--- src/rtl/burst_fifo_pkg.sv ---
// Shared constants and helpers for the burst FIFO slice.
// Pulled in by the interface, the storage sub-module and the top.
package burst_fifo_pkg;

  localparam int DEFAULT_DATA_W = 8;
  localparam int DEFAULT_DEPTH  = 16;

  // Pointer width for a power-of-two depth; never narrower than one bit.
  function automatic int ptr_width(input int depth);
    return (depth < 2) ? 1 : $clog2(depth);
  endfunction

endpackage

--- src/rtl/burst_fifo_if.sv ---
// Push/pop handshake bundle between the burst FIFO and its neighbours.
// Status signals exist only when BURST_FIFO_STATUS_EN is defined.
interface burst_fifo_if
  import burst_fifo_pkg::*;
#(
  parameter int DATA_W = DEFAULT_DATA_W,
  parameter int DEPTH  = DEFAULT_DEPTH
);

  logic              write_req;
  logic [DATA_W-1:0] write_data;
  logic              read_req;
  logic [DATA_W-1:0] read_data;
  logic              read_valid;
  logic              read_full;
  logic              read_empty;

`ifdef BURST_FIFO_STATUS_EN
  localparam int LEVEL_W = ptr_width(DEPTH) + 1;

  logic               overflow;
  logic               underflow;
  logic [LEVEL_W-1:0] level;

  modport master (
    output write_req, write_data, read_req,
    input  read_data, read_valid, read_full, read_empty,
    input  overflow, underflow, level
  );

  modport slave (
    input  write_req, write_data, read_req,
    output read_data, read_valid, read_full, read_empty,
    output overflow, underflow, level
  );
`else
  modport master (
    output write_req, write_data, read_req,
    input  read_data, read_valid, read_full, read_empty
  );

  modport slave (
    input  write_req, write_data, read_req,
    output read_data, read_valid, read_full, read_empty
  );
`endif

endinterface

--- src/rtl/burst_fifo_mem.sv ---
// DEPTH x DATA_W simple dual-port storage: synchronous write port and a
// registered read port whose output register clears on reset.
module burst_fifo_mem
  import burst_fifo_pkg::*;
#(
  parameter int DATA_W = DEFAULT_DATA_W,
  parameter int DEPTH  = DEFAULT_DEPTH,
  parameter int ADDR_W = ptr_width(DEPTH)
) (
  input  logic              clk,
  input  logic              rst,
  input  logic              wr_en,
  input  logic [ADDR_W-1:0] wr_addr,
  input  logic [DATA_W-1:0] wr_data,
  input  logic              rd_en,
  input  logic [ADDR_W-1:0] rd_addr,
  output logic [DATA_W-1:0] rd_data
);

  logic [DATA_W-1:0] mem [DEPTH];

  // NOTE: the array has no reset so it can map onto RAM; the pointers and
  // count in the controller are what make stale words unreachable.
  always_ff @(posedge clk) begin
    if (wr_en) begin
      mem[wr_addr] <= wr_data;
    end
  end

  // Output register only moves on an accepted pop, so it holds between pops.
  always_ff @(posedge clk) begin
    if (rst) begin
      rd_data <= '0;
    end else if (rd_en) begin
      rd_data <= mem[rd_addr];
    end
  end

endmodule

--- src/rtl/burst_fifo.sv ---
// Burst FIFO controller: pointers, occupancy and registered flags around
// burst_fifo_mem. Optional status outputs under BURST_FIFO_STATUS_EN.
module burst_fifo
  import burst_fifo_pkg::*;
#(
  parameter int DATA_W = DEFAULT_DATA_W,
  parameter int DEPTH  = DEFAULT_DEPTH
) (
  input  logic         clk,
  input  logic         rst,
  burst_fifo_if.slave  bus
);

  localparam int ADDR_W = ptr_width(DEPTH);
  localparam int CNT_W  = ADDR_W + 1;

  logic [ADDR_W-1:0] wr_ptr_q;
  logic [ADDR_W-1:0] rd_ptr_q;
  logic [CNT_W-1:0]  count_q;
  logic [CNT_W-1:0]  count_nxt;
  logic              full_q;
  logic              empty_q;
  logic              valid_q;
  logic              wr_ok;
  logic              rd_ok;
  logic [DATA_W-1:0] rd_data;

  // Acceptance uses the registered flags, so a pop never sees a word pushed
  // on the same edge and a push while full is dropped even if a pop frees
  // a slot in that cycle.
  assign wr_ok = bus.write_req & ~full_q;
  assign rd_ok = bus.read_req  & ~empty_q;

  // NOTE: combinational blocks give every output a default first so no
  // path through the case leaves a latch behind.
  always_comb begin
    count_nxt = count_q;
    unique case ({wr_ok, rd_ok})
      2'b10:   count_nxt = count_q + CNT_W'(1);
      2'b01:   count_nxt = count_q - CNT_W'(1);
      default: count_nxt = count_q;
    endcase
  end

  // NOTE: state registers use non-blocking assignments so every register
  // samples pre-edge values regardless of statement order.
  always_ff @(posedge clk) begin
    if (rst) begin
      wr_ptr_q <= '0;
      rd_ptr_q <= '0;
      count_q  <= '0;
      full_q   <= 1'b0;
      empty_q  <= 1'b1;
      valid_q  <= 1'b0;
    end else begin
      if (wr_ok) begin
        wr_ptr_q <= wr_ptr_q + ADDR_W'(1);
      end
      if (rd_ok) begin
        rd_ptr_q <= rd_ptr_q + ADDR_W'(1);
      end
      count_q <= count_nxt;
      full_q  <= (count_nxt == CNT_W'(DEPTH));
      empty_q <= (count_nxt == '0);
      valid_q <= rd_ok;
    end
  end

  burst_fifo_mem #(
    .DATA_W (DATA_W),
    .DEPTH  (DEPTH),
    .ADDR_W (ADDR_W)
  ) u_mem (
    .clk     (clk),
    .rst     (rst),
    .wr_en   (wr_ok),
    .wr_addr (wr_ptr_q),
    .wr_data (bus.write_data),
    .rd_en   (rd_ok),
    .rd_addr (rd_ptr_q),
    .rd_data (rd_data)
  );

  assign bus.read_data  = rd_data;
  assign bus.read_valid = valid_q;
  assign bus.read_full  = full_q;
  assign bus.read_empty = empty_q;

`ifdef BURST_FIFO_STATUS_EN
  logic overflow_q;
  logic underflow_q;

  // Sticky error bits: only reset clears them.
  always_ff @(posedge clk) begin
    if (rst) begin
      overflow_q  <= 1'b0;
      underflow_q <= 1'b0;
    end else begin
      if (bus.write_req && full_q) begin
        overflow_q <= 1'b1;
      end
      if (bus.read_req && empty_q) begin
        underflow_q <= 1'b1;
      end
    end
  end

  assign bus.overflow  = overflow_q;
  assign bus.underflow = underflow_q;
  assign bus.level     = count_q;
`endif

endmodule

--- src/flat_wrapper.sv ---
// flat-port wrapper written by rule: the top's interface ports become plain ports
module burst_fifo_flat import burst_fifo_pkg::*;
#(
  parameter int DATA_W = DEFAULT_DATA_W,
  parameter int DEPTH  = DEFAULT_DEPTH
)
  (clk, rst, bus_write_req, bus_write_data, bus_read_req, bus_read_data, bus_read_valid, bus_read_full, bus_read_empty);
  burst_fifo_if #(.DATA_W(DATA_W), .DEPTH(DEPTH)) bus_i ();
  input  logic clk;
  input  logic rst;
  input wire logic [$bits(bus_i.write_req)-1:0] bus_write_req;
  input wire logic [$bits(bus_i.write_data)-1:0] bus_write_data;
  input wire logic [$bits(bus_i.read_req)-1:0] bus_read_req;
  output wire logic [$bits(bus_i.read_data)-1:0] bus_read_data;
  output wire logic [$bits(bus_i.read_valid)-1:0] bus_read_valid;
  output wire logic [$bits(bus_i.read_full)-1:0] bus_read_full;
  output wire logic [$bits(bus_i.read_empty)-1:0] bus_read_empty;
  assign bus_i.write_req = bus_write_req;
  assign bus_i.write_data = bus_write_data;
  assign bus_i.read_req = bus_read_req;
  assign bus_read_data = bus_i.read_data;
  assign bus_read_valid = bus_i.read_valid;
  assign bus_read_full = bus_i.read_full;
  assign bus_read_empty = bus_i.read_empty;
  burst_fifo #(.DATA_W(DATA_W), .DEPTH(DEPTH)) u_core (.clk(clk), .rst(rst), .bus(bus_i));
endmodule
--- config.mk ---
export PLATFORM = sky130hd
export DESIGN_NAME = burst_fifo_flat
export DESIGN_NICKNAME = d
export VERILOG_FILES = /design/src/rtl/burst_fifo_pkg.sv /design/src/rtl/burst_fifo_if.sv /design/src/rtl/burst_fifo_mem.sv /design/src/rtl/burst_fifo.sv /design/src/flat_wrapper.sv
export SDC_FILE = /design/constraint.sdc
export NUM_CORES = 1
export LEC_CHECK = 0
export CORE_ASPECT_RATIO = 1.75
export CORE_MARGIN = 10
export CORE_UTILIZATION = 59
export CTS_BUF_LIST = sky130_fd_sc_hd__clkbuf_8
export DETAILED_ROUTE_END_ITERATION = 10
export PLACE_DENSITY = 0.78
export SLEW_MARGIN = 10
export SYNTH_ARGS = -nofsm -noshare
export SYNTH_HDL_FRONTEND = slang
export SYNTH_SLANG_ARGS = --single-unit
--- constraint.sdc ---
create_clock -name clk -period 3.5 [get_ports clk]
set_clock_uncertainty 0.05 [all_clocks]
set_input_delay 0.7 -clock clk [delete_from_list [all_inputs] [get_ports clk]]
set_output_delay 0.7 -clock clk [all_outputs]
set_load 0.01 [all_outputs]
==> impl_metrics.py <==
metrics = {
    "cells_and_area": {
        "finalNetCount": 411,
        "synthToLayoutAreaGrowth_pct": 13.5,
        "drive_gt1_share_pct": 22.5,
        "n_fill_cell": 668,
        "regArea_mm2": 0.00433,
        "diodes": 0,
        "multi_input_comb_area_mm2": 0.00158,
    },
    "synth": {
        "synth_mux_area_share_pct": 12.2,
        "synthAdderAreaFrac_pct": 1.45,
        "synth_warnings": 0,
        "synthTopCellsByCount": "128 x edfxtp_1, 34 x nor2_1, 32 x mux4_2",
        "postSynthCellCount": 350,
        "synth_top_family_by_area": "multiplexers",
        "synth_largest_area_cell": "edfxtp_1",
        "yosysMostFrequentCell": "edfxtp_1",
        "synth_flop_cell": "edfxtp_1",
        "synth_xor_xnor_area_share_pct": 1.59,
        "synth_compound_area_share_pct": 5.48,
        "ys_seq_area_share_pct": 71.5,
        "synth_fp_nets": 369,
        "avgSynthCellArea_um2": 17.3,
        "ys_types": 43,
        "syn_area_mm2": 0.00605,
        "synth-edff-count": 128,
        "ys_async_sr_fraction_pct": 0,
        "synthSimpleGateAreaFrac_pct": 5.38,
        "ys_ff_latch": 152,
        "synth_top_area_share_pct": 63.6,
        "synthTopCellsByArea": "edfxtp_1 64%, mux4_2 12%, dfxtp_1 7.9%, a22oi_1 2.1%, nor2_1 2.1%",
    },
    "clock_tree": {
        "cts_buffers": 17,
        "cts.sinks": 152,
        "cts_tree": "built",
        "cts_max_level": 4,
        "post_cts_buffers": 0,
        "postCtsResizedCells": 0,
        "cts_hold_buf": 0,
        "clockRootBuffer": "clkbuf_8",
        "insertion_delay_ns": 0.45,
        "cts_buffer_depth": 2,
        "path_clk_slew_ns": 0.08,
    },
    "critical_path": {
        "arrival_ns": 3.37,
        "critPathSlowestCell": "clkdlybuf4s50_1",
        "crit_fanout": 11,
        "start_kind": "primary input",
        "max_stage_delay_ns": 0.46,
        "cp-end-kind": "flop",
        "required_ns": 3.78,
        "critPathKind": "primary input to flop",
        "path_cells": "clkdlybuf4s50_1 > nor2b_4 > inv_2 > nand2_1 > xnor2_1 > ha_1 > nor3b_1 > or3b_1 > a22o_1 > a2111oi_2",
    },
    "run": {
        "maxCapViolCount": 0,
    },
    "sta": {
        "timing.slew.headroom_pct": 36.4,
        "setup_viol": 0,
        "tightest_slew_ns": 0.951,
        "fmax_mhz": 324,
        "drv_slew": 0,
        "rsz0062_at_grt": "no",
        "hold_viol": 0,
        "period_needed_ns": 3.09,
        "fin_tns_setup_ns": 0,
        "fin_crit_sh_pct": 88.2,
    },
    "die": {
        "fp-row-count": 48,
        "die_h_um": 154,
        "ios": 23,
        "dieArea_mm2": 0.0149,
        "start_util_pct": 60.7,
        "core_mm2": 0.00997,
        "die_w_um": 96.5,
    },
    "grt": {
        "grt_overflow": 0,
        "grt_max_degree": 36,
        "antenna_found_initial": 0,
        "track_usage_pct": 17.0,
        "first_global_vias": 3476,
        "grt_pass1_wl_um": 18700,
    },
    "run_status": {
        "status": "finished, final reports clean",
    },
    "route": {
        "postRouteAntennaNets": 0,
        "drt_iter0_drc": 247,
        "detail_route.wl_per_cell_um": 22.4,
        "drt-total-wl_um": 11900,
        "vias": 3280,
        "drcViolationCount": 0,
        "via_per_inst": 6.19,
        "first_pass_iters": 5,
    },
    "placement": {
        "hpwl_um": 7910,
        "gp_congestion": 0.848,
        "numPortBuffers": 22,
    },
    "power": {
        "powerDensity_mw_per_mm2": 587,
        "p_leak_nw": 2.24,
        "power_mw": 4.03,
        "ir_worst_vdd_v": 0.000374,
    },
    "hold_path": {
        "min_path_type": "flop to flop",
    },
}
## critical path, delay by kind of cell
family	cells	cell delay [ns]
xor gates and xnor gates	1	0.14
buffers and inverters	2	0.59
adders and majority gates	1	0.28
and+or+nand+nor	4	1.08
AOI/OAI and AO/OA	2	0.57
## metal layers
layer,GRT usage [%],vias to the layer above,wire (um)
met5,0,-,0
met4,7.86,0,305
met3,4.24,28,589
met2,28.9,109,6480
met1,19.2,1689,4480
li1,-,1454,-
## flip-flops by register name (all words and copies together), names as in the netlist
register	count
u_core.bus.read_empty	1
u_core.bus.read_full	1
u_core.bus.read_valid	1
u_core.count_q	5
u_core.rd_ptr_q	4
u_core.u_mem.mem	128
u_core.u_mem.rd_data	8
u_core.wr_ptr_q	4
## cells by family after synthesis
kind of cell	Yosys count
AOI/OAI and AO/OA	50
xor gates and xnor gates	11
adders and majority gates	7
buffers and inverters	27
DFF	152
muxes	34
and+or+nand+nor	69
## power by group
group | total, mW | switching, mW | internal, mW
logic | 0.649 | 0.310 | 0.339
registers | 2.12 | 0.0878 | 2.03
clock network | 1.26 | 0.684 | 0.576
## final timing paths
kind | depth (start not counted) | to | startpoint | slack, ns
worst max register to register | 9 | u_core.bus.read_full$_SDFF_PP0_ | u_core.bus.read_full$_SDFF_PP0_ | 0.81
worst min register to register | 2 | u_core.u_mem.rd_data[4]$_SDFFE_PP0P_ | u_core.u_mem.rd_data[4]$_SDFFE_PP0P_ | 0.45
worst min-delay path | 2 | u_core.u_mem.rd_data[4]$_SDFFE_PP0P_ | u_core.u_mem.rd_data[4]$_SDFFE_PP0P_ | 0.45
worst max-delay path | 10 | u_core.bus.read_full$_SDFF_PP0_ | bus_write_req | 0.41
## area by class of cell
class,count,share of cell area (%)
clock buffers,17,3.41
flip-flops and latches,152,63.0
well taps,125,2.28
inverters,6,0.401
multi-input cells,171,23.0
clock inverters,15,2.06
repair buffers,44,5.80
## cells in the final DEF, fill, tap and decap left out, types with 2 or more instances in the layout
master and count:
inv_1 4, nor2b_1 2, inv_6 5, ha_1 7, mux4_2 32, nand2b_1 3
edfxtp_1 128, nor2_1 34, buf_4 21, clkinv_4 3, xor2_1 5, clkinvlp_4 2
nor3_1 8, clkinv_1 2, clkdlybuf4s50_1 22, xnor2_1 6, a22oi_1 17, o21ai_1 2
clkbuf_8 17, mux2i_1 2, inv_8 2, nand4_1 2, dfxtp_1 23, nand2_1 12
a21oi_1 21
## stage by stage
step	hold slack [ns]	cell area [um^2]	setup slack [ns]	util, %	std cells
after floorplan	0.426	6050	0.867	-	350
after global placement	0.416	6490	0.177	65.1	498
after detailed placement	0.435	6490	0.00843	65.1	498
after CTS	0.456	6860	0.481	68.9	530
after global routing	0.492	6860	0.256	68.9	530
final	0.450	6860	0.413	68.9	530
No activity file was read; power rests on OpenSTA's default activity.
